## src/rtl/mult_seq_ctrl_if.sv

```systemverilog
// Control bus between the multiplier sequencer and its surroundings:
// tick/request inputs in, datapath strobes and status out.
interface mult_seq_ctrl_if #(
  parameter int CW = 3
);
  logic          en;
  logic          start;
  logic          abort;
  logic          busy;
  logic          done;
  logic          clr;
  logic          ld;
  logic [1:0]    sel;
  logic [CW-1:0] bsel;

  modport master (
    output en, start, abort,
    input  busy, done, clr, ld, sel, bsel
  );

  modport slave (
    input  en, start, abort,
    output busy, done, clr, ld, sel, bsel
  );
endinterface

```

## src/rtl/mult_seq_ctrl.sv

```systemverilog
// Sequencer for the shift-add multiplier: edge-detected start, en-gated stepping
// through CLEAR/LOAD/SHIFT*N/DONE, with abort and back-to-back runs.
module mult_seq_ctrl #(
  parameter int N  = 6,
  parameter int CW = $clog2(N)
) (
  input  logic           clk,
  input  logic           rst,
  mult_seq_ctrl_if.slave bus
);

  typedef enum logic [2:0] {IDLE, CLEAR, LOAD, SHIFT, DONE} state_t;

  localparam logic [CW-1:0] LAST = CW'(N - 1);

  state_t        state, state_nx;
  logic [CW-1:0] cnt, cnt_nx;
  logic          pend, pend_nx;
  logic          start_q;
  logic          rise, go, cancel;

  assign rise   = bus.start & ~start_q;
  assign go     = bus.en & ~bus.abort;
  assign cancel = bus.en & bus.abort;

  always_ff @(posedge clk) begin
    if (rst) begin
      state   <= IDLE;
      cnt     <= '0;
      pend    <= 1'b0;
      start_q <= 1'b0;
    end else begin
      state   <= state_nx;
      cnt     <= cnt_nx;
      pend    <= pend_nx;
      start_q <= bus.start;
    end
  end

  always_comb begin
    state_nx = state;
    cnt_nx   = cnt;
    pend_nx  = pend;
    bus.busy = 1'b0;
    bus.done = 1'b0;
    bus.clr  = 1'b0;
    bus.ld   = 1'b0;
    bus.sel  = 2'b00;
    bus.bsel = '0;

    // Requests are only latched when idle/done; consumption below takes precedence.
    if (rise && !bus.abort && (state == IDLE || state == DONE)) pend_nx = 1'b1;
    if (state == DONE && bus.abort) pend_nx = 1'b0;

    case (state)
      IDLE: begin
        if (bus.en && pend) begin
          state_nx = CLEAR;
          pend_nx  = 1'b0;
        end
      end
      CLEAR: begin
        bus.busy = 1'b1;
        bus.clr  = go;
        if (go) state_nx = LOAD;
      end
      LOAD: begin
        bus.busy = 1'b1;
        bus.sel  = go ? 2'b01 : 2'b00;
        if (go) begin
          state_nx = SHIFT;
          cnt_nx   = '0;
        end
      end
      SHIFT: begin
        bus.busy = 1'b1;
        bus.bsel = cnt;
        bus.ld   = go;
        bus.sel  = go ? 2'b10 : 2'b00;
        if (go) begin
          if (cnt == LAST) begin
            state_nx = DONE;
            cnt_nx   = '0;
          end else begin
            cnt_nx = cnt + CW'(1);
          end
        end
      end
      DONE: begin
        bus.done = 1'b1;
        if (bus.en) begin
          if (pend && !bus.abort) begin
            state_nx = CLEAR;
            pend_nx  = 1'b0;
          end else begin
            state_nx = IDLE;
          end
        end
      end
      default: begin
        if (bus.en) begin
          state_nx = IDLE;
          cnt_nx   = '0;
        end
      end
    endcase

    // Abort on a tick in any busy state cancels the run and any pending request.
    if (cancel && (state == CLEAR || state == LOAD || state == SHIFT)) begin
      state_nx = IDLE;
      cnt_nx   = '0;
      pend_nx  = 1'b0;
    end
  end

endmodule
```

## src/flat_wrapper.sv

```systemverilog
// flat-port wrapper written by rule: the top's interface ports become plain ports
module mult_seq_ctrl_flat 
#(
  parameter int N  = 6,
  parameter int CW = $clog2(N)
)
  (clk, rst, bus_en, bus_start, bus_abort, bus_busy, bus_done, bus_clr, bus_ld, bus_sel, bus_bsel);
  mult_seq_ctrl_if #(.CW(CW)) bus_i ();
  input  logic clk;
  input  logic rst;
  input wire logic [$bits(bus_i.en)-1:0] bus_en;
  input wire logic [$bits(bus_i.start)-1:0] bus_start;
  input wire logic [$bits(bus_i.abort)-1:0] bus_abort;
  output wire logic [$bits(bus_i.busy)-1:0] bus_busy;
  output wire logic [$bits(bus_i.done)-1:0] bus_done;
  output wire logic [$bits(bus_i.clr)-1:0] bus_clr;
  output wire logic [$bits(bus_i.ld)-1:0] bus_ld;
  output wire logic [$bits(bus_i.sel)-1:0] bus_sel;
  output wire logic [$bits(bus_i.bsel)-1:0] bus_bsel;
  assign bus_i.en = bus_en;
  assign bus_i.start = bus_start;
  assign bus_i.abort = bus_abort;
  assign bus_busy = bus_i.busy;
  assign bus_done = bus_i.done;
  assign bus_clr = bus_i.clr;
  assign bus_ld = bus_i.ld;
  assign bus_sel = bus_i.sel;
  assign bus_bsel = bus_i.bsel;
  mult_seq_ctrl #(.N(N), .CW(CW)) u_core (.clk(clk), .rst(rst), .bus(bus_i));
endmodule
```

## config.mk

```make
export PLATFORM = sky130hd
export DESIGN_NAME = mult_seq_ctrl_flat
export DESIGN_NICKNAME = d
export VERILOG_FILES = /design/src/rtl/mult_seq_ctrl_if.sv /design/src/rtl/mult_seq_ctrl.sv /design/src/flat_wrapper.sv
export SDC_FILE = /design/constraint.sdc
export NUM_CORES = 1
export LEC_CHECK = 0
export CAP_MARGIN = 20
export CORE_AREA = 5 5 42 44
export CTS_CLUSTER_DIAMETER = 200
export DETAILED_ROUTE_END_ITERATION = 8
export DIE_AREA = 0 0 47 49
export GPL_ROUTABILITY_DRIVEN = 0
export PLACE_DENSITY = 0.64
export SETUP_SLACK_MARGIN = 0.15
export SYNTH_ARGS = -nofsm -noshare
export SYNTH_HDL_FRONTEND = slang
export SYNTH_SLANG_ARGS = --single-unit
export TNS_END_PERCENT = 10
```

## constraint.sdc

```tcl
create_clock -name clk -period 2.1 [get_ports clk]
set_input_delay 0.21 -clock clk [delete_from_list [all_inputs] [get_ports clk]]
set_output_delay 0.21 -clock clk [all_outputs]
set_load 0.02 [all_outputs]
```

Word level (Yosys, flattened, before mapping)
Index checks and enable logic that the tools add are counted.
W data, S select, Z words.
{ "totals": {"regBits": 8} }
{ "classes": {"muxes": 27, "n_reduce_logical": 18, "eq_ne": 11, "add_sub_neg": 1, "bitwise": 6} }
{ "op_table": {"columns": ["cell", "count"], "rows": [
  ["$mux W3", 11],
  ["$pmux W3 S5", 1],
  ["$mux W1", 11],
  ["$pmux W3 S3", 1],
  ["$ne A2 B1 Y1 const B", 4],
  ["$reduce_and A7 Y1", 1],
  ["$eq A3 B2 Y1 const B", 2],
  ["$eq A3 B3 Y1 const B", 2],
  ["$logic_and A1 B1 Y1", 6],
  ["$reduce_or A3 Y1", 2],
  ["$reduce_bool A5 Y1", 1],
  ["$ne A2 B2 Y1 const B", 2],
  ["$pmux W2 S2", 1],
  ["$reduce_and A4 Y1", 1],
  ["$add A3 B1 Y3 const B", 1],
  ["$and A1 B1 Y1", 3],
  ["$eq A3 B1 Y1 const B", 1],
  ["$logic_not A3 Y1", 1],
  ["$logic_or A1 B1 Y1", 3],
  ["$not A1 Y1", 3],
  ["$reduce_bool A3 Y1", 1],
  ["$mux W2", 1],
  ["$pmux W1 S2", 1],
  ["$reduce_or A2 Y1", 1],
  ["$logic_not A1 Y1", 1]
]} }

Longest topological paths before layout
{ "logic_depth": {"depth_word": 9, "ltp_mapped": 5} }

Least setup slack after synthesis
No wires, ideal clock.
{ "synth_timing": {"path_type": "reg2out", "from": "register u_core.state[1]", "to": "output port bus_sel[0]", "path_stages_with_launch": 3, "path_slack_ns": 0.482, "n_path_buf": 1, "arrival_time_ns": 1.408, "path_cell_list": "dfxtp_1 > clkbuf_1 > nor4b_1"} }
{ "synth_via": {"elab_chain_len": 2, "word_cells_on_any_way": 3, "classes_between": "eq/ne (2); mux (1)"} }
{ "synth_lines": {"columns": ["element", "line_no", "source"], "rows": [
  ["from (decl)", "mult_seq_ctrl.sv:16", "state_t state, state_nx;"],
  ["from (signal assigned)", "mult_seq_ctrl.sv:33", "state <= state_nx;"],
  ["$eq A3 B2 Y1", "mult_seq_ctrl.sv:55", "case (state)"],
  ["$pmux W2 S2 *", "mult_seq_ctrl.sv:55", null],
  ["to (decl)", "flat_wrapper.sv:18", "output wire logic [$bits(bus_i.sel)-1:0] bus_sel;"]
]} }
Every way passes the cells marked *; elsewhere a longest branch is shown, timed or not.

Final worst setup path
{ "layout_timing": {"from": "register u_core.state[0]", "to": "output port bus_bsel[0]"} }
{ "layout_via": {"elab_chain_len": 2} }
{ "layout_lines": {"columns": ["element", "line_no", "source"], "rows": [
  ["$eq A3 B2 Y1", "mult_seq_ctrl.sv:55", null],
  ["$mux W3", "mult_seq_ctrl.sv:55", null],
  ["to (decl)", "flat_wrapper.sv:19", "output wire logic [$bits(bus_i.bsel)-1:0] bus_bsel;"]
]} }
Every way passes these cells.

==> run summary <==
Yosys
• **Post-synth ARST share** 0%
• **most used flip-flop cell after synthesis** sky130_fd_sc_hd__dfxtp_1
• **number of enable flip-flop cells after synthesis** 0
• **combinational family with the most area after synthesis** simple AND/OR/NAND/NOR gates
• **register area share after synthesis** 30.84%
• **mapped cell area** 519.2 um^2
• **simple-gate area share of the yosys netlist** 34.22%
• **post-synthesis sequential element count** 8
• **cell taking the most area after synthesis** sky130_fd_sc_hd__dfxtp_1
• **Yosys top cell area share** 30.84%
• **adder and majority cell fraction of the synthesized area** 0%
• **post-synthesis area per instance** 8.113 um^2
• **warnings from Yosys** 0
• **fraction of synthesized cell area in xor and xnor cells** 0%
• **Synth area leaders** sky130_fd_sc_hd__dfxtp_1 31%, sky130_fd_sc_hd__nor4b_1 5.1%, sky130_fd_sc_hd__a21oi_1 4.8%
• **nets in the synthesized netlist** 69
• **instance count of the mapped netlist** 64
• **Netlist cell types** 33
• **post-synthesis mux area share** 0%
• **synthesized-area fraction occupied by ao, oa, aoi and oai cells** 30.36%

Worst setup path
• **critical path cell sequence** and3b_1 -> and2_1 -> clkdlybuf4s50_1
• **data required time of the worst path** 1.89 ns
• **sort of element at the start of the critical path** flop
• **arrival time at the worst endpoint** 1.73 ns
• **Crit Path Class** flop to output pin
• **sort of element at the end of the critical path** output pin
• **top fanout value on the critical path** 15
• **Crit path max-delay family** buffers and inverters
• **critical path's largest stage delay** 0.60 ns
• **count of buffer and inverter cells on the critical path** 1
• **standard cell with the maximum stage delay on the critical path** sky130_fd_sc_hd__clkdlybuf4s50_1

Drt
• **number of DRC violations after detailed routing** 0
• **drt via density** 5.469
• **iteration-0 DRC count of the detailed router** 8
• **number of nets with antenna violations after routing** 0
• **via count** 525
• **total routed wirelength** 1252 um
• **Wirelength per Cell** 13.04 um
• **DRT Pass-1 Iters** 3

Pwr
• **part of the total power dissipated in sequential elements** 46.3%
• **sw power** 0.0001061 W
• **total power divided by cell area** 532.1 nW/um^2
• **leakage power** 0.2732 nW
• **sw frac** 28.20%
• **fraction of power consumed by combinational cells** 22.3%
• **maximum vdd drop** 0.3392 mV
• **cell internal power dissipation** 0.0002701 W
• **clock share of power** 31.3%

Floorplanning
• **overall die height** 49 um
• **area of the core** 1401 um^2
• **die span in x** 47 um
• **ports placed on the boundary** 14
• **die outline area** 2303 um^2
• **initial cell density of the core** 37.05%
• **number of placement rows** 14

STA
• **Final Hold Fails** 0
• **remaining max-slew budget at the tightest pin** 79.07%
• **post-layout min period** 1.939 ns
• **Max Transition Viols Final** 0
• **transition at the pin with the smallest max-transition slack** 0.3107 ns
• **hold slack final** 0.5090 ns
• **final worst path period share** 92.31%
• **RSZ-0062 raised after global routing** true
• **final clock skew** 0.002011 ns
• **Final setup viols** 0
• **Fmax achieved** 515.9 MHz
• **sum of negative setup slack** 0 ns

Min path
• **Tightest Hold Check Type** flop to flop

GRT
• **number of antenna violations at the first check in global routing** 0
• **total global routing track utilization** 12.48%
• **maximum number of pins on one net before global-route repair** 16
• **number of global-route vias before repair** 477
• **GRT Residual Overflow** 0
• **wire length of the first global-routing pass** 2145 um

Finish
• **# diodes** 0
• **signed area change from the synthesized netlist to the final layout** 36.14%
• **final-stage net count** 87
• **sequential cell area** 163.9 um^2
• **number of filler instances in the final layout** 151
• **total area of multi-input combinational cells** 335.3 um^2
• **layout cell share with drive strength beyond 1** 16.25%
• **share of the core filled with cells** 50.45%

Clocking
• **clock buffers created by TritonCTS** 3
• **Clock Sink Count** 8
• **post-CTS setup buffer count** 0
• **clock network latency to the later pin of the worst-skew pair** 0.25 ns
• **hold bufs inserted after CTS** 0
• **largest buffer count on any clock path** 2
• **CTS root buffer** sky130_fd_sc_hd__clkbuf_4
• **Clock Pin Slew Worst Setup and Hold Paths** 0.05 ns
• **H-tree depth** 1
• **CTS tree** yes

Placed design
• **count of buffers from port buffering** 13
• **Detail Placement HPWL** 931.5 um

Flow run
• **count of max-cap constraint violations** 0

Run status
• **result of the run** completed

[path summary, 6_finish.rpt]
kind,startpoint,end,slack [ns],cells after the start
worst min register to register,u_core.cnt[2]$_SDFFE_PP0P_,u_core.cnt[2]$_SDFFE_PP0P_,0.51,2
worst max-delay path,u_core.state[0]$_SDFFE_PP0P_,bus_bsel[0],0.16,3
worst max register to register,u_core.state[0]$_SDFFE_PP0P_,u_core.cnt[1]$_SDFFE_PP0P_,0.57,4
worst min-delay path,u_core.cnt[2]$_SDFFE_PP0P_,u_core.cnt[2]$_SDFFE_PP0P_,0.51,2
[metal layers]
layer	part of all wire, %	routed length [um]	global-route usage [%]	vias to the layer above
met5	0	0	0	-
li1	-	-	-	275
met3	4.6	58	5.904	2
met2	49	613	18.33	8
met4	0.40	5	1.382	0
met1	46	574	17.00	240
[cell families (layout without fill, tap and decap cells)]
kind of cell,Yosys count,count (layout)
buf+inv,5,21
compound gates,23,23
flops,8,8
simple gates,28,28
[area by class of cell]
cell class | count | area share, %
Multi-Input combinational cell | 51 | 47.43
Sequential cell | 8 | 23.19
Inverter | 1 | 0.5310
Tap cell | 16 | 2.832
Clock buffer | 3 | 3.186
Timing Repair Buffer | 17 | 22.83
[timing repair]
item,CTS,global route
setup endpoints to repair,8,7
gates resized for setup,3,2
cloned,0,0
[tightest hold or removal path: cells and delay by family (launching register included)]
kind | cells | cell delay (ns)
AOI/OAI and AO/OA | 2 | 0.14
DFF | 1 | 0.32
[power groups by stage]
stage | Clock, W | Sequential (W) | Combinational (W)
2_1_floorplan | 0 | 0.000167 | 0.0000593
3_3_place_gp | 0 | 0.000176 | 0.0000835
3_5_place_dp | 0 | 0.000176 | 0.0000838
4_1_cts | 0.000124 | 0.000174 | 0.0000841
5_1_grt | 0.000132 | 0.000176 | 0.0000936
6_report | 0.000118 | 0.000174 | 0.0000840
[registers in the layout (all words and copies together), names as in the netlist]
signal and cells:
u_core.cnt 3, u_core.pend 1, u_core.state 3, u_core.start_q 1
[per-stage QoR]
step | power [W] | worst slack, ns | std cells | area [um^2]
5_1_grt | 0.0004014 | 0.08254 | 96 | 706.9
6_report | 0.0003762 | 0.1615 | 96 | 706.9
4_1_cts | 0.0003818 | 0.1306 | 96 | 703.2
2_1_floorplan | 0.0002262 | 0.4824 | 64 | 519.2
3_3_place_gp | 0.0002597 | 0.1536 | 93 | 679.4
3_5_place_dp | 0.0002600 | 0.1092 | 93 | 679.4
[cells in the mapped netlist (2+ instances only)]
cell type,count
sky130_fd_sc_hd__a21oi_1,5
sky130_fd_sc_hd__and2_1,3
sky130_fd_sc_hd__and3b_1,2
sky130_fd_sc_hd__clkbuf_1,2
sky130_fd_sc_hd__dfxtp_1,8
sky130_fd_sc_hd__nand2_1,3
sky130_fd_sc_hd__nand2b_1,2
sky130_fd_sc_hd__nor2_1,4
sky130_fd_sc_hd__nor2b_1,2
sky130_fd_sc_hd__nor3_1,2
sky130_fd_sc_hd__nor4b_1,3
sky130_fd_sc_hd__o211ai_1,2
sky130_fd_sc_hd__o21a_1,3
sky130_fd_sc_hd__o21ai_0,3
sky130_fd_sc_hd__o21ai_1,2
[layout by cell type (no fill, tap or decap), types with 3 or more instances in the layout]
| cell type | synthesis | routed |
|---|---|---|
| sky130_fd_sc_hd__a21oi_1 | 5 | 5 |
| sky130_fd_sc_hd__and2_1 | 3 | 3 |
| sky130_fd_sc_hd__buf_4 | 1 | 4 |
| sky130_fd_sc_hd__clkbuf_4 | 0 | 3 |
| sky130_fd_sc_hd__clkdlybuf4s50_1 | 0 | 11 |
| sky130_fd_sc_hd__dfxtp_1 | 8 | 5 |
| sky130_fd_sc_hd__dfxtp_2 | 0 | 3 |
| sky130_fd_sc_hd__nand2_1 | 3 | 3 |
| sky130_fd_sc_hd__nor2_1 | 4 | 4 |
| sky130_fd_sc_hd__nor4b_1 | 3 | 3 |
| sky130_fd_sc_hd__o21a_1 | 3 | 3 |
| sky130_fd_sc_hd__o21ai_0 | 3 | 3 |
(Power assumes the default switching activity.)
